File: src/rtl/uart_prog_loader_pkg.sv
// Shared encodings and UART frame constants for the program loader.
package uart_prog_loader_pkg;

  localparam int unsigned DataBits  = 8;
  localparam int unsigned StopBits  = 1;
  localparam int unsigned FrameBits = DataBits + StopBits;

  typedef enum logic [1:0] {RxIdle, RxStart, RxData, RxStop} rx_state_e;

  typedef enum logic [1:0] {StLoad, StCheck, StRun, StError} top_state_e;

endpackage

File: src/rtl/uart_rx_byte.sv
// 8N1 UART byte receiver with 2-flop input synchronizer and start-bit glitch rejection.
module uart_rx_byte
  import uart_prog_loader_pkg::*;
#(
  parameter int unsigned CLKS_PER_BIT = 868
) (
  input  logic       clk,
  input  logic       rst,
  input  logic       rx,
  output logic [7:0] byte_out,
  output logic       byte_valid,
  output logic       frame_err
);

  localparam int unsigned CntW = $clog2(CLKS_PER_BIT);
  localparam int unsigned IdxW = $clog2(FrameBits);
  localparam logic [CntW-1:0] HalfM1 = CntW'(CLKS_PER_BIT / 2 - 1);
  localparam logic [CntW-1:0] FullM1 = CntW'(CLKS_PER_BIT - 1);

  logic [1:0]          sync_q;
  logic                rx_s;
  rx_state_e           state_q, state_d;
  logic [CntW-1:0]     cnt_q, cnt_d;
  logic [IdxW-1:0]     idx_q, idx_d;
  logic [DataBits-1:0] shift_q, shift_d;

  assign rx_s     = sync_q[1];
  assign byte_out = shift_q;

  always_ff @(posedge clk or negedge rst) begin
    if (!rst) begin
      sync_q  <= 2'b11;
      state_q <= RxIdle;
      cnt_q   <= '0;
      idx_q   <= '0;
      shift_q <= '0;
    end else begin
      sync_q  <= {sync_q[0], rx};
      state_q <= state_d;
      cnt_q   <= cnt_d;
      idx_q   <= idx_d;
      shift_q <= shift_d;
    end
  end

  always_comb begin
    state_d    = state_q;
    cnt_d      = cnt_q + 1'b1;
    idx_d      = idx_q;
    shift_d    = shift_q;
    byte_valid = 1'b0;
    frame_err  = 1'b0;
    unique case (state_q)
      RxIdle: begin
        cnt_d = '0;
        idx_d = '0;
        if (!rx_s) state_d = RxStart;
      end
      RxStart: begin
        // A line back high at mid start bit is a glitch, not a frame.
        if (cnt_q == HalfM1) begin
          cnt_d   = '0;
          state_d = rx_s ? RxIdle : RxData;
        end
      end
      RxData: begin
        if (cnt_q == FullM1) begin
          cnt_d   = '0;
          shift_d = {rx_s, shift_q[DataBits-1:1]};
          idx_d   = idx_q + 1'b1;
          if (idx_q == IdxW'(DataBits - 1)) state_d = RxStop;
        end
      end
      RxStop: begin
        if (cnt_q == FullM1) begin
          cnt_d = '0;
          if (!rx_s) begin
            frame_err = 1'b1;
            state_d   = RxIdle;
          end else if (idx_q == IdxW'(FrameBits - 1)) begin
            byte_valid = 1'b1;
            state_d    = RxIdle;
          end else begin
            idx_d = idx_q + 1'b1;
          end
        end
      end
      default: state_d = RxIdle;
    endcase
  end

endmodule

File: src/rtl/uart_prog_loader.sv
// Loads CELL_NUMBERS little-endian 32-bit words from UART into instruction memory, then
// releases the CPU. Define LOADER_CHECKSUM_EN to require a trailing mod-256 checksum byte.
module uart_prog_loader
  import uart_prog_loader_pkg::*;
#(
  parameter int unsigned CLKS_PER_BIT = 868,
  parameter int unsigned CELL_NUMBERS = 64,
  parameter int unsigned ADDR_W       = 8
) (
  input  logic              clk,
  input  logic              rst,
  input  logic              uart_rx,
  output logic              imem_we,
  output logic [ADDR_W-1:0] imem_addr,
  output logic [31:0]       imem_wdata,
  output logic              cpu_rst,
  output logic              load_done,
  output logic              load_err
);

  localparam logic [ADDR_W-1:0] LastAddr = ADDR_W'(CELL_NUMBERS - 1);

  logic [7:0]        rx_byte;
  logic              rx_valid, rx_ferr;
  top_state_e        state_q, state_d;
  logic [1:0]        bcnt_q, bcnt_d;
  logic [23:0]       word_q, word_d;
  logic              we_q, we_d;
  logic [ADDR_W-1:0] addr_q, addr_d;
  logic [31:0]       wdata_q, wdata_d;
`ifdef LOADER_CHECKSUM_EN
  logic [7:0]        sum_q, sum_d;
`endif

  uart_rx_byte #(
    .CLKS_PER_BIT(CLKS_PER_BIT)
  ) u_rx (
    .clk       (clk),
    .rst       (rst),
    .rx        (uart_rx),
    .byte_out  (rx_byte),
    .byte_valid(rx_valid),
    .frame_err (rx_ferr)
  );

  always_ff @(posedge clk or negedge rst) begin
    if (!rst) begin
      state_q <= StLoad;
      bcnt_q  <= '0;
      word_q  <= '0;
      we_q    <= 1'b0;
      addr_q  <= '0;
      wdata_q <= '0;
`ifdef LOADER_CHECKSUM_EN
      sum_q   <= '0;
`endif
    end else begin
      state_q <= state_d;
      bcnt_q  <= bcnt_d;
      word_q  <= word_d;
      we_q    <= we_d;
      addr_q  <= addr_d;
      wdata_q <= wdata_d;
`ifdef LOADER_CHECKSUM_EN
      sum_q   <= sum_d;
`endif
    end
  end

  always_comb begin
    state_d = state_q;
    bcnt_d  = bcnt_q;
    word_d  = word_q;
    we_d    = 1'b0;
    addr_d  = addr_q;
    wdata_d = wdata_q;
`ifdef LOADER_CHECKSUM_EN
    sum_d   = sum_q;
`endif
    case (state_q)
      StLoad: begin
        if (rx_ferr) begin
          state_d = StError;
        end else if (rx_valid) begin
          word_d = {rx_byte, word_q[23:8]};
          bcnt_d = bcnt_q + 1'b1;
`ifdef LOADER_CHECKSUM_EN
          sum_d  = sum_q + rx_byte;
`endif
          if (bcnt_q == 2'd3) begin
            we_d    = 1'b1;
            wdata_d = {rx_byte, word_q};
          end
        end
        // Address advances after each write; it parks on the last cell rather than wrapping.
        if (we_q) begin
          if (addr_q == LastAddr) begin
`ifdef LOADER_CHECKSUM_EN
            state_d = StCheck;
`else
            state_d = StRun;
`endif
          end else begin
            addr_d = addr_q + 1'b1;
          end
        end
      end
`ifdef LOADER_CHECKSUM_EN
      StCheck: begin
        if (rx_ferr) state_d = StError;
        else if (rx_valid) state_d = (rx_byte == sum_q) ? StRun : StError;
      end
`endif
      default: ;
    endcase
  end

  assign imem_we    = we_q;
  assign imem_addr  = addr_q;
  assign imem_wdata = wdata_q;
  assign cpu_rst    = (state_q != StRun);
  assign load_done  = (state_q == StRun);
  assign load_err   = (state_q == StError);

endmodule
File: config.mk
export PLATFORM = sky130hd
export DESIGN_NAME = uart_prog_loader
export DESIGN_NICKNAME = d
export VERILOG_FILES = /design/src/rtl/uart_prog_loader_pkg.sv /design/src/rtl/uart_rx_byte.sv /design/src/rtl/uart_prog_loader.sv
export SDC_FILE = /design/constraint.sdc
export NUM_CORES = 1
export LEC_CHECK = 0
export CAP_MARGIN = 20
export CORE_MARGIN = 4
export CORE_UTILIZATION = 42
export CTS_BUF_LIST = sky130_fd_sc_hd__clkbuf_2
export DETAILED_ROUTE_END_ITERATION = 6
export GPL_ROUTABILITY_DRIVEN = 0
export GPL_TIMING_DRIVEN = 0
export PLACE_DENSITY_LB_ADDON = 0.05
export REMOVE_ABC_BUFFERS = 1
export SETUP_SLACK_MARGIN = 0.3
export SKIP_CTS_REPAIR_TIMING = 1
export SLEW_MARGIN = 20
export SYNTH_ARGS = -nofsm -noshare
export SYNTH_HDL_FRONTEND = slang
export SYNTH_SLANG_ARGS = --single-unit
export TNS_END_PERCENT = 5
File: constraint.sdc
create_clock -name clk -period 2.9 [get_ports clk]
set_input_delay 0.435 -clock clk [delete_from_list [all_inputs] [get_ports clk]]
set_output_delay 0.435 -clock clk [all_outputs]
set_load 0.05 [all_outputs]
==> out/qor.csv <==
stage,metric,value,unit
logic_synthesis,yosysUniqueCellTypes,45,
power,leakagePower,0.00229,uW
layout,areaGrowthSynthToFinish,18.2,%
critical_path,critPathTopFamily,simple AND/OR/NAND/NOR gates,
place,dp_hpwl,4460,um
logic_synthesis,synth.area.top_cells,"dfrtp_1 58%, mux2_2 19%, xor2_1 2.4%, ha_1 1.9%, nor2_1 1.9%",
sta,fin_crit_sh,90.0,%
sta,fmax,0.383,GHz
layout,fin_util,51.1,%
power,cellInternalPower,1470,uW
routing,vias,2415,
logic_synthesis,yosys.area_share.adder,1.87,%
floorplanning,die_h,106,um
routing,wl_per_cell,14.9,um
floorplanning,start_util,43.2,%
critical_path,crit_type,flop to flop,
global_routing,antenna_found_initial,0,
critical_path,setup.worst_path.start_class,flop,
logic_synthesis,syn_inst,296,
logic_synthesis,yosys.area_share.simple,10.1,%
cts,cts_tree,yes,
sta,hold_violations,0,
floorplanning,die_x,106,um
cts,cts_buffers,9,
logic_synthesis,yosysTopAreaCellShare,58.0,%
critical_path,worstPathRequired,3.36,ns
logic_synthesis,seq_area_frac_synth,59.3,%
cts,cts-root-buf,clkbuf_2,
logic_synthesis,synth_largest_area_cell,dfrtp_1,
routing,viasPerCell,5.03,
routing,dr.pass1.iters,4,
layout,mostFrequentLayoutCells,"93 x dfrtp_1, 66 x mux2_2, 45 x clkdlybuf4s50_1",
critical_path,path_cells,ha_1 > and4bb_2 > and4_1 > nand4_2 > mux2_2,
floorplanning,die_area,11200,sq um
sta,slew_headroom,47.8,%
logic_synthesis,avgSynthCellArea,13.6,sq um
place,numPortBuffers,46,
power,irDropWorstVdd,152,uV
floorplanning,core-area,9280,sq um
critical_path,end_kind,flop,
sta,slew_viol_final,0,
global_routing,grt_max_degree,63,
sta,hold_ws,0.292,ns
run,maxCapViolations,0,
logic_synthesis,synth-compound-area-share,4.15,%
routing,drc,0,
sta,final.setup_skew,0.0414,ns
critical_path,critical_path.max_stage_delay,0.56,ns
logic_synthesis,synth_xor_area_share,3.49,%
routing,routed-wl-met3,231,um
sta,finalCriticalPeriod,2.61,ns
cts,clk-insertion-delay-late,0.54,ns
critical_path,cp.arrival,3.07,ns
floorplanning,rows,35,
power,p_clk_share,30.3,%
power,fin_total_pwr,1960,uW
cts,max-clock-path-buffers,2,
cts,clk_pin_slew,0.27,ns
layout,final_cells,480,
logic_synthesis,yosysWarnings,0,
logic_synthesis,postSynth.asyncResetShare,100,%
critical_path,crit_buf_inv,0,
logic_synthesis,muxShareOfSynthArea,18.5,%
logic_synthesis,ys_ff_latch,95,
sta,rsz0062_at_grt,yes,
power,power.share.switching,25.1,%
power,p_sw,492,uW
global_routing,grt_pass1_wl,12400,um
power,seqPwrFrac,68.0,%
logic_synthesis,synth_top_family_by_area,multiplexers,
sta,setup_viol,0,
layout,drive_gt1_share,27.6,%
cts,htreeDepth,3,
routing,ant_nets,0,
layout,diodes,0,
logic_synthesis,synth_edf_count,0,
layout,nets,355,
routing,finalWirelength,7160,um
global_routing,track_usage,13.5,%
place,place_inst,462,
power,power.density,413,nW/um^2
routing,wl_met2,3230,um
critical_path,cp_max_fo,16,
power,pwr-share-comb,1.8,%
critical_path,slowest_stage,nand4_2,
run_status,status,"complete, no violations",
logic_synthesis,synth_flop_cell,dfrtp_1,
floorplanning,pin_count,47,
routing,wl_met1,3600,um
logic_synthesis,netlist_area,4010,sq um
global_routing,first_global_vias,2472,
cts,cts.sinks,95,
global_routing,grt-ovfl-total,0,
routing,first_iter_violations,85,
hold_path,hold_path.class,input pin to flop,
sta,worst_pin_slew,0.782,ns
layout,layout_commonest_cell,dfrtp_1,
routing,top_layer_used,met4,
## per-layer routing
layer / GRT usage (%) / vias up
met2: 19.6 / 40
met1: 19.8 / 1215
met5: 0 / -
li1: - / 1150
met3: 2.63 / 10
met4: 5.55 / 0
## power groups by stage
stage | registers, uW | logic (uW) | clock network [uW]
after floorplan | 1350 | 1.50 | 0
after CTS | 1330 | 36.9 | 638
after detailed placement | 1350 | 36.7 | 0
final | 1330 | 35.2 | 593
after global routing | 1330 | 42.2 | 695
after global placement | 1350 | 31.7 | 0
## Yosys cell counts, types with 2 or more instances
library cell and count:
dfrtp_1 93, mux2_2 66, nor2_1 20, nand2_1 12, xor2_1 11, inv_1 9
nand3_1 9, ha_1 6, buf_2 5, nand4_1 5, nor3_1 5, xnor2_1 5
a21oi_1 4, clkbuf_1 4, o21ai_0 3, a31oi_1 2, and2_1 2, and3_1 2
and4_1 2, buf_6 2, dfstp_2 2, nand2b_1 2, nand4_4 2, o21a_1 2
## logic make-up after synthesis
kind of cell | after synthesis
flip-flops | 95
AND/OR/NAND/NOR | 70
multiplexers | 66
AO/OA/AOI/OAI | 22
buffers and inverters | 21
XOR/XNOR | 16
adder cells (fa/ha/maj) | 6
## stage by stage
stage                     setup TNS, ns  worst slack (ns)  cell area [sq um]
after CTS                             0             0.258               4720
after floorplan                       0             0.602               3940
after global routing                  0             0.136               4750
after detailed placement              0             0.312               4620
after global placement          -212.72             -2.27               4570
final                                 0             0.290               4750
## worst reg2reg max path, cell delays in order (launching register included)
cell	delay [ns]
dfrtp_1	0.48
ha_1	0.22
and4bb_2	0.30
and4_1	0.52
nand4_2	0.57
mux2_2	0.47
## layout make-up
cell class	count	area, sq um
multi-input combinational	181	1540
sequential	95	2380
timing repair buffer	50	526
fill	881	4540
inverter	9	33.8
clock inverter	6	52.6
clock buffer	10	50.0
tap	129	161
## registers in the layout (all words and copies together), names as in the netlist, 2 cells and up, named ones only
name           flops
state_q            2
u_rx.byte_out      8
bcnt_q             2
word_q            24
u_rx.sync_q        2
u_rx.cnt_q        10
imem_addr          8
u_rx.idx_q         4
imem_wdata        32
## path summary, 6_finish.rpt
check / start / to / slack [ns] / cells past startpoint
setup / recovery: u_rx.cnt_q[0]$_DFF_PN0_ / imem_wdata[17]$_DFFE_PN0P_ / 0.29 / 5
hold / removal: uart_rx / u_rx.sync_q[0]$_DFF_PN1_ / 0.29 / 1
setup reg to reg: u_rx.cnt_q[0]$_DFF_PN0_ / imem_wdata[17]$_DFFE_PN0P_ / 0.29 / 5
hold reg to reg: u_rx.sync_q[0]$_DFF_PN1_ / u_rx.sync_q[1]$_DFF_PN1_ / 0.37 / 0
max in group asynchronous: rst / u_rx.sync_q[0]$_DFF_PN1_ / 1.91 / 3
min in group asynchronous: rst / word_q[10]$_DFFE_PN0P_ / 0.31 / 2
No activity file was read; power rests on OpenSTA's default activity.
